## config.mk

```make
export PLATFORM = sky130hd
export DESIGN_NAME = alu_serial_seq
export DESIGN_NICKNAME = d
export VERILOG_FILES = /design/src/rtl/alu_serial_seq.sv
export SDC_FILE = /design/constraint.sdc
export NUM_CORES = 1
export LEC_CHECK = 0
export BUFFER_PORTS_ARGS = -buffer_cell sky130_fd_sc_hd__buf_2
export CORE_ASPECT_RATIO = 0.7
export CORE_MARGIN = 5
export CORE_UTILIZATION = 55
export CTS_BUF_LIST = sky130_fd_sc_hd__clkbuf_8
export DETAILED_ROUTE_END_ITERATION = 16
export PLACE_DENSITY = 0.85
export SLEW_MARGIN = 15
export SYNTH_ARGS = -nofsm -noshare
export SYNTH_HDL_FRONTEND = slang
export SYNTH_SLANG_ARGS = --single-unit
export TNS_END_PERCENT = 100
```

## constraint.sdc

```tcl
create_clock -name clk -period 3.9 [get_ports clk]
set_input_delay 0.39 -clock clk [delete_from_list [all_inputs] [get_ports clk]]
set_output_delay 0.39 -clock clk [all_outputs]
set_load 0.005 [all_outputs]
```

## src/rtl/alu_serial_seq.sv

```systemverilog
// alu_serial_seq
//   Bit-serial sequencer for an external 1-bit ALU slice. It accepts WIDTH-bit
//   operands over a valid/ready handshake and feeds the slice one bit per cycle,
//   LSB first. The slice carry is chained through a register. The WIDTH-bit
//   result and the C/Z/O/S flags are assembled here.
//
//   Optional feature: define ALU_SEQ_ABORT_EN to add the 'abort' input.
//   When abort is high in RUN or DONE, the block returns to IDLE on the next
//   edge. The previous result and flags are kept, and abort wins over out_ready.
//
// Ports
//   clk, rst_n        clock, asynchronous active-low reset
//   in_valid/in_ready operand handshake (in_ready high only in IDLE)
//   op1, op2          operands; opsel, mode, cin_init also latched on accept
//   out_valid/out_ready result handshake (out_valid high only in DONE)
//   abort             (ALU_SEQ_ABORT_EN only) drop the current op
//   result            assembled result, held until the next op completes
//   c/z/o/s_flag      carry out of MSB, zero, signed overflow (0 in logic mode), sign
//   slice_*           drive/return of the external slice; outputs are 0 outside RUN
module alu_serial_seq #(
   parameter int WIDTH = 128
) (
   input  logic             clk,
   input  logic             rst_n,
   input  logic             in_valid,
   output logic             in_ready,
   input  logic [WIDTH-1:0] op1,
   input  logic [WIDTH-1:0] op2,
   input  logic [2:0]       opsel,
   input  logic             mode,
   input  logic             cin_init,
   output logic             out_valid,
   input  logic             out_ready,
`ifdef ALU_SEQ_ABORT_EN
   input  logic             abort,
`endif
   output logic [WIDTH-1:0] result,
   output logic             c_flag,
   output logic             z_flag,
   output logic             o_flag,
   output logic             s_flag,
   output logic             slice_op1,
   output logic             slice_op2,
   output logic             slice_cin,
   output logic [2:0]       slice_opsel,
   output logic             slice_mode,
   input  logic             slice_result,
   input  logic             slice_cout
);

   localparam int CW = $clog2(WIDTH);

   typedef enum logic [1:0] {IDLE, RUN, DONE} state_t;

   state_t           state;
   logic [WIDTH-1:0] op1_sr, op2_sr, res_sr;
   logic [2:0]       opsel_q;
   logic             mode_q, carry_q;
   logic [CW-1:0]    cnt;

   logic             run, last_bit, abort_req;
   logic [WIDTH-1:0] res_next;

`ifdef ALU_SEQ_ABORT_EN
   assign abort_req = abort;
`else
   assign abort_req = 1'b0;
`endif

   assign run      = (state == RUN);
   assign last_bit = (cnt == CW'(WIDTH - 1));
   // Slice bit enters at the MSB and the register shifts right.
   // After WIDTH bits, bit 0 has reached position 0.
   assign res_next = {slice_result, res_sr[WIDTH-1:1]};

   assign in_ready    = (state == IDLE);
   assign slice_op1   = run & op1_sr[0];
   assign slice_op2   = run & op2_sr[0];
   assign slice_cin   = run & carry_q;
   assign slice_opsel = run ? opsel_q : 3'b000;
   assign slice_mode  = run & mode_q;

   always_ff @(posedge clk or negedge rst_n) begin
      if (!rst_n) begin
         state     <= IDLE;
         op1_sr    <= '0;
         op2_sr    <= '0;
         res_sr    <= '0;
         opsel_q   <= '0;
         mode_q    <= 1'b0;
         carry_q   <= 1'b0;
         cnt       <= '0;
         out_valid <= 1'b0;
         result    <= '0;
         c_flag    <= 1'b0;
         z_flag    <= 1'b0;
         o_flag    <= 1'b0;
         s_flag    <= 1'b0;
      end else begin
         case (state)
            IDLE: begin
               if (in_valid) begin
                  state   <= RUN;
                  op1_sr  <= op1;
                  op2_sr  <= op2;
                  opsel_q <= opsel;
                  mode_q  <= mode;
                  carry_q <= cin_init;
                  cnt     <= '0;
               end
            end
            RUN: begin
               if (abort_req) begin
                  state <= IDLE;
               end else begin
                  res_sr  <= res_next;
                  carry_q <= slice_cout;
                  op1_sr  <= op1_sr >> 1;
                  op2_sr  <= op2_sr >> 1;
                  if (last_bit) begin
                     // On this edge carry_q still holds the carry into the MSB.
                     // That is the value overflow needs.
                     state     <= DONE;
                     out_valid <= 1'b1;
                     result    <= res_next;
                     c_flag    <= slice_cout;
                     z_flag    <= (res_next == '0);
                     o_flag    <= mode_q ? 1'b0 : (carry_q ^ slice_cout);
                     s_flag    <= slice_result;
                  end else begin
                     cnt <= cnt + 1'b1;
                  end
               end
            end
            DONE: begin
               if (abort_req || out_ready) begin
                  state     <= IDLE;
                  out_valid <= 1'b0;
               end
            end
            default: state <= IDLE;
         endcase
      end
   end

endmodule

```

==> results of run 1 <==
## kinds of logic after synthesis
kind of cell	after synthesis	share of synthesized area (%)
compound gates	270	7.62
xor+xnor	2	0.0792
fa+ha+maj	1	0.0565
buf+inv	163	3.09
flops	529	59.8
mux	131	7.59
simple gates	1238	21.7
## how the worst min path moves through the flow
stage	to	slack, ns	cells after the start
after floorplan	c_flag	0.09	0
after global placement	res_sr[93]	0.44	1
after detailed placement	res_sr[93]	0.45	1
after CTS	op1_sr[85]	0.0002	3
after global routing	op2_sr[21]	0.007	3
final	op1_sr[97]	0.05	3
## Yosys cell counts, types with 2 or more instances
| cell | count | area [um^2] |
|---|---|---|
| nand4_1 | 9 | 56.3 |
| or4_1 | 2 | 15.0 |
| buf_6 | 8 | 90.1 |
| nor2_1 | 260 | 976 |
| nand2_1 | 915 | 3430 |
| mux2i_1 | 2 | 20.0 |
| o21ai_0 | 5 | 25.0 |
| a31oi_1 | 256 | 1600 |
| xnor2_1 | 2 | 17.5 |
| mux2_4 | 55 | 826 |
| buf_1 | 7 | 26.3 |
| nand3_1 | 4 | 20.0 |
| nor4_1 | 33 | 206 |
| dfrtp_1 | 529 | 13200 |
| inv_1 | 2 | 7.51 |
| a21oi_1 | 4 | 20.0 |
| o31ai_1 | 3 | 22.5 |
| nand2b_1 | 3 | 18.8 |
| buf_2 | 7 | 35.0 |
| and2_1 | 7 | 43.8 |
| clkbuf_1 | 138 | 518 |
| mux2_2 | 74 | 833 |
## worst max-delay path: stages (launching register included)
cell and delay (ns):
dfrtp_1 0.45, nor2b_4 0.39, buf_12 0.44, and2_1 0.21, buf_2 0.11
## where the power goes
part	switching [mW]	internal, mW
logic	1.88	1.35
clock network	2.17	2.28
registers	1.08	6.97
total	5.12	10.6
## what timing repair did
action | in CTS | in global routing
endpoints found under the setup margin | 0 | 0
hold endpoints to repair | 264 | 0
hold buffers | 186 | 0
## layer usage
| layer | share of wire (%) | global-route usage, % | wire length (um) | vias up |
|---|---|---|---|---|
| li1 | - | - | - | 8800 |
| met1 | 38 | 35.8 | 24800 | 9500 |
| met2 | 48 | 45.9 | 31000 | 1205 |
| met3 | 8.2 | 6.08 | 5340 | 324 |
| met4 | 5.9 | 14.4 | 3820 | 0 |
| met5 | 0 | 0 | 0 | - |
## per-stage QoR
stage	setup WS [ns]	cell area, um^2	std cells
5_1_grt	1.00	27900	3465
4_1_cts	1.15	27800	3454
3_5_place_dp	1.35	24500	3134
3_3_place_gp	1.42	24500	3134
2_1_floorplan	1.88	22100	2334
6_report	1.16	27900	3468
## state kept, by name, indices dropped and copies added (netlist names)
| signal | count |
|---|---|
| carry_q | 1 |
| o_flag | 1 |
| op1_sr | 128 |
| c_flag | 1 |
| mode_q | 1 |
| out_valid | 1 |
| result | 128 |
| res_sr | 127 |
| state | 2 |
| cnt | 7 |
| z_flag | 1 |
| opsel_q | 3 |
| op2_sr | 128 |
## layout make-up
cell class                 instances  area [um^2]  share of cell area, %
clock inverter                    39          210                  0.754
sequential                       529        13200                   47.5
multi-input combinational       1642         8230                   29.5
tap                              535          669                   2.40
antenna                           14         35.0                  0.126
clock buffer                      95         1310                   4.69
inverter                           2         7.51                 0.0269
timing repair buffer             612         4190                   15.0
==> impl_metrics.json, run 1 <==
{
  "drc": 0,
  "min_path_type": "input pin to flop",
  "cts_buffer_depth": 3,
  "rsz0062_at_grt": "no",
  "final_common_cell": "nand2_1",
  "nets": 3133,
  "avgSynthCellArea_um2": 9.48,
  "finalSetupTns_ns": 0,
  "slew_viol_final": 0,
  "routed_wl_um": 65000,
  "synth-edff-count": 0,
  "root_buffer": "clkbuf_8",
  "die-area_mm2": 0.0444,
  "fin_util_pct": 70.1,
  "path_clk_slew_ns": 0.06,
  "p_total_mw": 15.7,
  "grt-ovfl-total": 0,
  "synth_ff_type": "dfrtp_1",
  "crit_fanout": 129,
  "hp-start": "op1[97]",
  "synthArstFlopShare_pct": 100,
  "antenna_found_initial": 11,
  "grt_max_degree": 300,
  "post_cts_buffers": 0,
  "drt-initial-drc-count": 2195,
  "crit-reg2reg-capture": "o_flag",
  "grt_use_total_pct": 28.1,
  "fmax_mhz": 365,
  "outcome": "completed",
  "pin_count": 408,
  "die_h_um": 178,
  "fin_crit_ns": 2.74,
  "vdd_ir_drop_max_mv": 0.330,
  "numCtsBuffers": 78,
  "endpoint_kind": "output pin",
  "crit_path_end": "slice_opsel[1]",
  "drt-vias-per-instance": 5.72,
  "ys_ff_latch": 529,
  "max-slew-margin-rel_pct": 16.6,
  "crit_required_ns": 3.51,
  "area_delta_synth_final_pct": 26.0,
  "critPathKind": "flop to output pin",
  "drtPass1Iterations": 7,
  "reg2regPathDepth": 4,
  "wire_per_inst_um": 18.8,
  "min_period_over_period_pct": 70.2,
  "synth_cell_types": 31,
  "synth_fp_nets": 2602,
  "crit_start": "state[0]",
  "timing.rr.start": "state[1]",
  "synth_area_mm2": 0.0221,
  "r2r_slack_ns": 1.29,
  "worst_pin_slew_ns": 1.25,
  "io_buffers": 407,
  "drive_gt1_share_pct": 22.8,
  "grt_pass1_wl_um": 102000,
  "cts_sinks": 529,
  "clk_latency_ns": 0.65,
  "synth-seq-area-share_pct": 59.8,
  "p_leak_nw": 14.6,
  "vias": 19800,
  "yosys_warnings": 0,
  "start_util_pct": 55.6,
  "fill_cells": 2575,
  "rows": 61,
  "die_x_um": 250,
  "hold_viol_final": 0,
  "finalWeightedCongestion": 0.858,
  "cts_tree": "built",
  "crit_arrival_ns": 2.35,
  "startpoint_type": "flop",
  "coreArea_mm2": 0.0398,
  "cts_resized": 0,
  "hpwlAfterDp_um": 36400,
  "ant_nets": 0,
  "maxCapViolations": 0,
  "first_global_vias": 19800,
  "power_density_mw_per_mm2": 564,
  "syn_inst": 2334,
  "htreeDepth": 3,
  "layout_common_cells": "nand2_1, dfrtp_1, buf_2, nor2_1, a31oi_1",
  "fin_skew_ns": 0.0520,
  "setup_viol": 0,
  "whs_ns": 0.0474
}
(Power assumes the default switching activity.)
==> run 2: changes to the inputs <==
Settings changed: CORE_UTILIZATION 55 to 52, PLACE_DENSITY 0.85 to 0.84.
Clock period 3.9 ns to 2.4 ns, I/O delays scaled along.
==> impl_metrics.json, run 2 (synthesis gave the netlist of run 1 again) <==
{
  "rows": 63,
  "crit_arrival_ns": 2.69,
  "cts_sinks": 529,
  "p_leak_nw": 15.1,
  "drtPass1Iterations": 9,
  "drt-initial-drc-count": 2227,
  "critPathKind": "flop to flop",
  "slowest_delay_ns": 0.55,
  "grt_pass1_wl_um": 114000,
  "grt-ovfl-total": 0,
  "drc": 0,
  "hold_viol_final": 0,
  "numCtsBuffers": 80,
  "grt_use_total_pct": 29.9,
  "final_common_cell": "nand2_1",
  "drt-vias-per-instance": 5.78,
  "pin_count": 408,
  "grt_max_degree": 192,
  "finalWeightedCongestion": 0.888,
  "antenna_found_initial": 17,
  "slew_viol_final": 0,
  "vias": 20800,
  "htreeDepth": 3,
  "fin_skew_ns": 0.0334,
  "vdd_ir_drop_max_mv": 0.660,
  "startpoint_type": "flop",
  "crit_chain": "ha_1 > nand3_1 > or4_4 > buf_4 > mux2_2",
  "die-area_mm2": 0.0468,
  "place_ws_ns": 0.210,
  "die_x_um": 257,
  "worst_pin_slew_ns": 0.948,
  "crit_fanout": 55,
  "drive_gt1_share_pct": 22.8,
  "die_h_um": 183,
  "layout_common_cells": "nand2_1, dfrtp_1, buf_2, dlygate4sd3_1, nor2_1",
  "crit_required_ns": 2.90,
  "io_buffers": 407,
  "min_path_type": "input pin to async pin",
  "max-slew-margin-rel_pct": 36.8,
  "r2r_slack_ns": 0.21,
  "wire_per_inst_um": 19.8,
  "finalSetupTns_ns": 0,
  "hpwlAfterDp_um": 38100,
  "coreArea_mm2": 0.0422,
  "clk_latency_ns": 0.63,
  "nets": 3233,
  "fill_cells": 2679,
  "min_period_over_period_pct": 91.4,
  "area_delta_synth_final_pct": 31.3,
  "fin_crit_ns": 2.19,
  "maxCapViolations": 0,
  "largestRegisters": "op1_sr (128), op2_sr (128), result (128)",
  "endpoint_kind": "flop",
  "start_util_pct": 52.5,
  "setup_viol": 0,
  "outcome": "completed",
  "rsz0062_at_grt": "no",
  "root_buffer": "clkbuf_8",
  "worst_slack_ns": 0.208,
  "ant_nets": 0,
  "cts_tree": "built",
  "path_clk_slew_ns": 0.07,
  "first_global_vias": 21500,
  "fmax_mhz": 456,
  "routed_wl_um": 71100,
  "power_density_mw_per_mm2": 910,
  "cts_buffer_depth": 3,
  "slowest_stage": "or4_4"
}
[run 2: final timing paths]
check	startpoint	endpoint	cells after the start
setup / recovery	cnt[0]	result[118]	5
hold / removal	rst_n	res_sr[69]	2
setup reg to reg	cnt[0]	result[118]	5
hold reg to reg	mode_q	o_flag	1
max in group asynchronous	rst_n	op1_sr[115]	3
min in group clk	in_valid	op1_sr[1]	4
[run 2: power breakdown]
group	internal (mW)	switching [mW]	leakage (nW)
combinational	2.32	3.26	7.75
sequential	11.3	1.83	6.38
clock	4.10	3.60	0.935
total	17.7	8.69	15.1
[run 2: timing repair]
item / 4_1_cts / 5_1_grt
hold buffers: 265 / 0
endpoints found under the hold margin: 511 / 0
setup buffers: 0 / 2
endpoints found under the setup margin: 0 / 1
gates resized for setup: 0 / 0
[run 2: critical path: cells and delay by family (launching register included)]
family	cells	cell delay, ns
fa+ha+maj	1	0.21
simple gates	2	0.74
mux	1	0.37
buf+inv	1	0.35
flops	1	0.37
[run 2: final cells by class]
cell class	count	area (um^2)	share of cell area (%)
sequential	529	13200	45.6
multi-input combinational	1642	8230	28.3
timing repair buffer	710	5200	17.9
clock buffer	100	1380	4.74
tap	552	691	2.38
clock inverter	36	264	0.909
antenna	21	52.6	0.181
inverter	2	7.51	0.0258
[run 2: layer usage]
layer  part of all wire (%)  vias up  GRT usage, %
li1                       -     9002             -
met1                     37     9943          36.3
met2                     47     1390          47.9
met3                    8.6      437          7.63
met4                    7.3        2          19.5
met5                  0.018        -             0
[run 2: stage by stage]
stage                     cells  hold slack [ns]  power [mW]  area (um^2)  util [%]
final                      3592            0.138        26.4        29100      68.9
after CTS                  3569            0.109        25.8        29000      68.7
after floorplan            2334          -0.0556        16.0        22100         -
after detailed placement   3168            0.212        17.7        24700      58.6
after global placement     3168            0.220        17.3        24700      58.6
after global routing       3587            0.139        27.8        29000      68.9
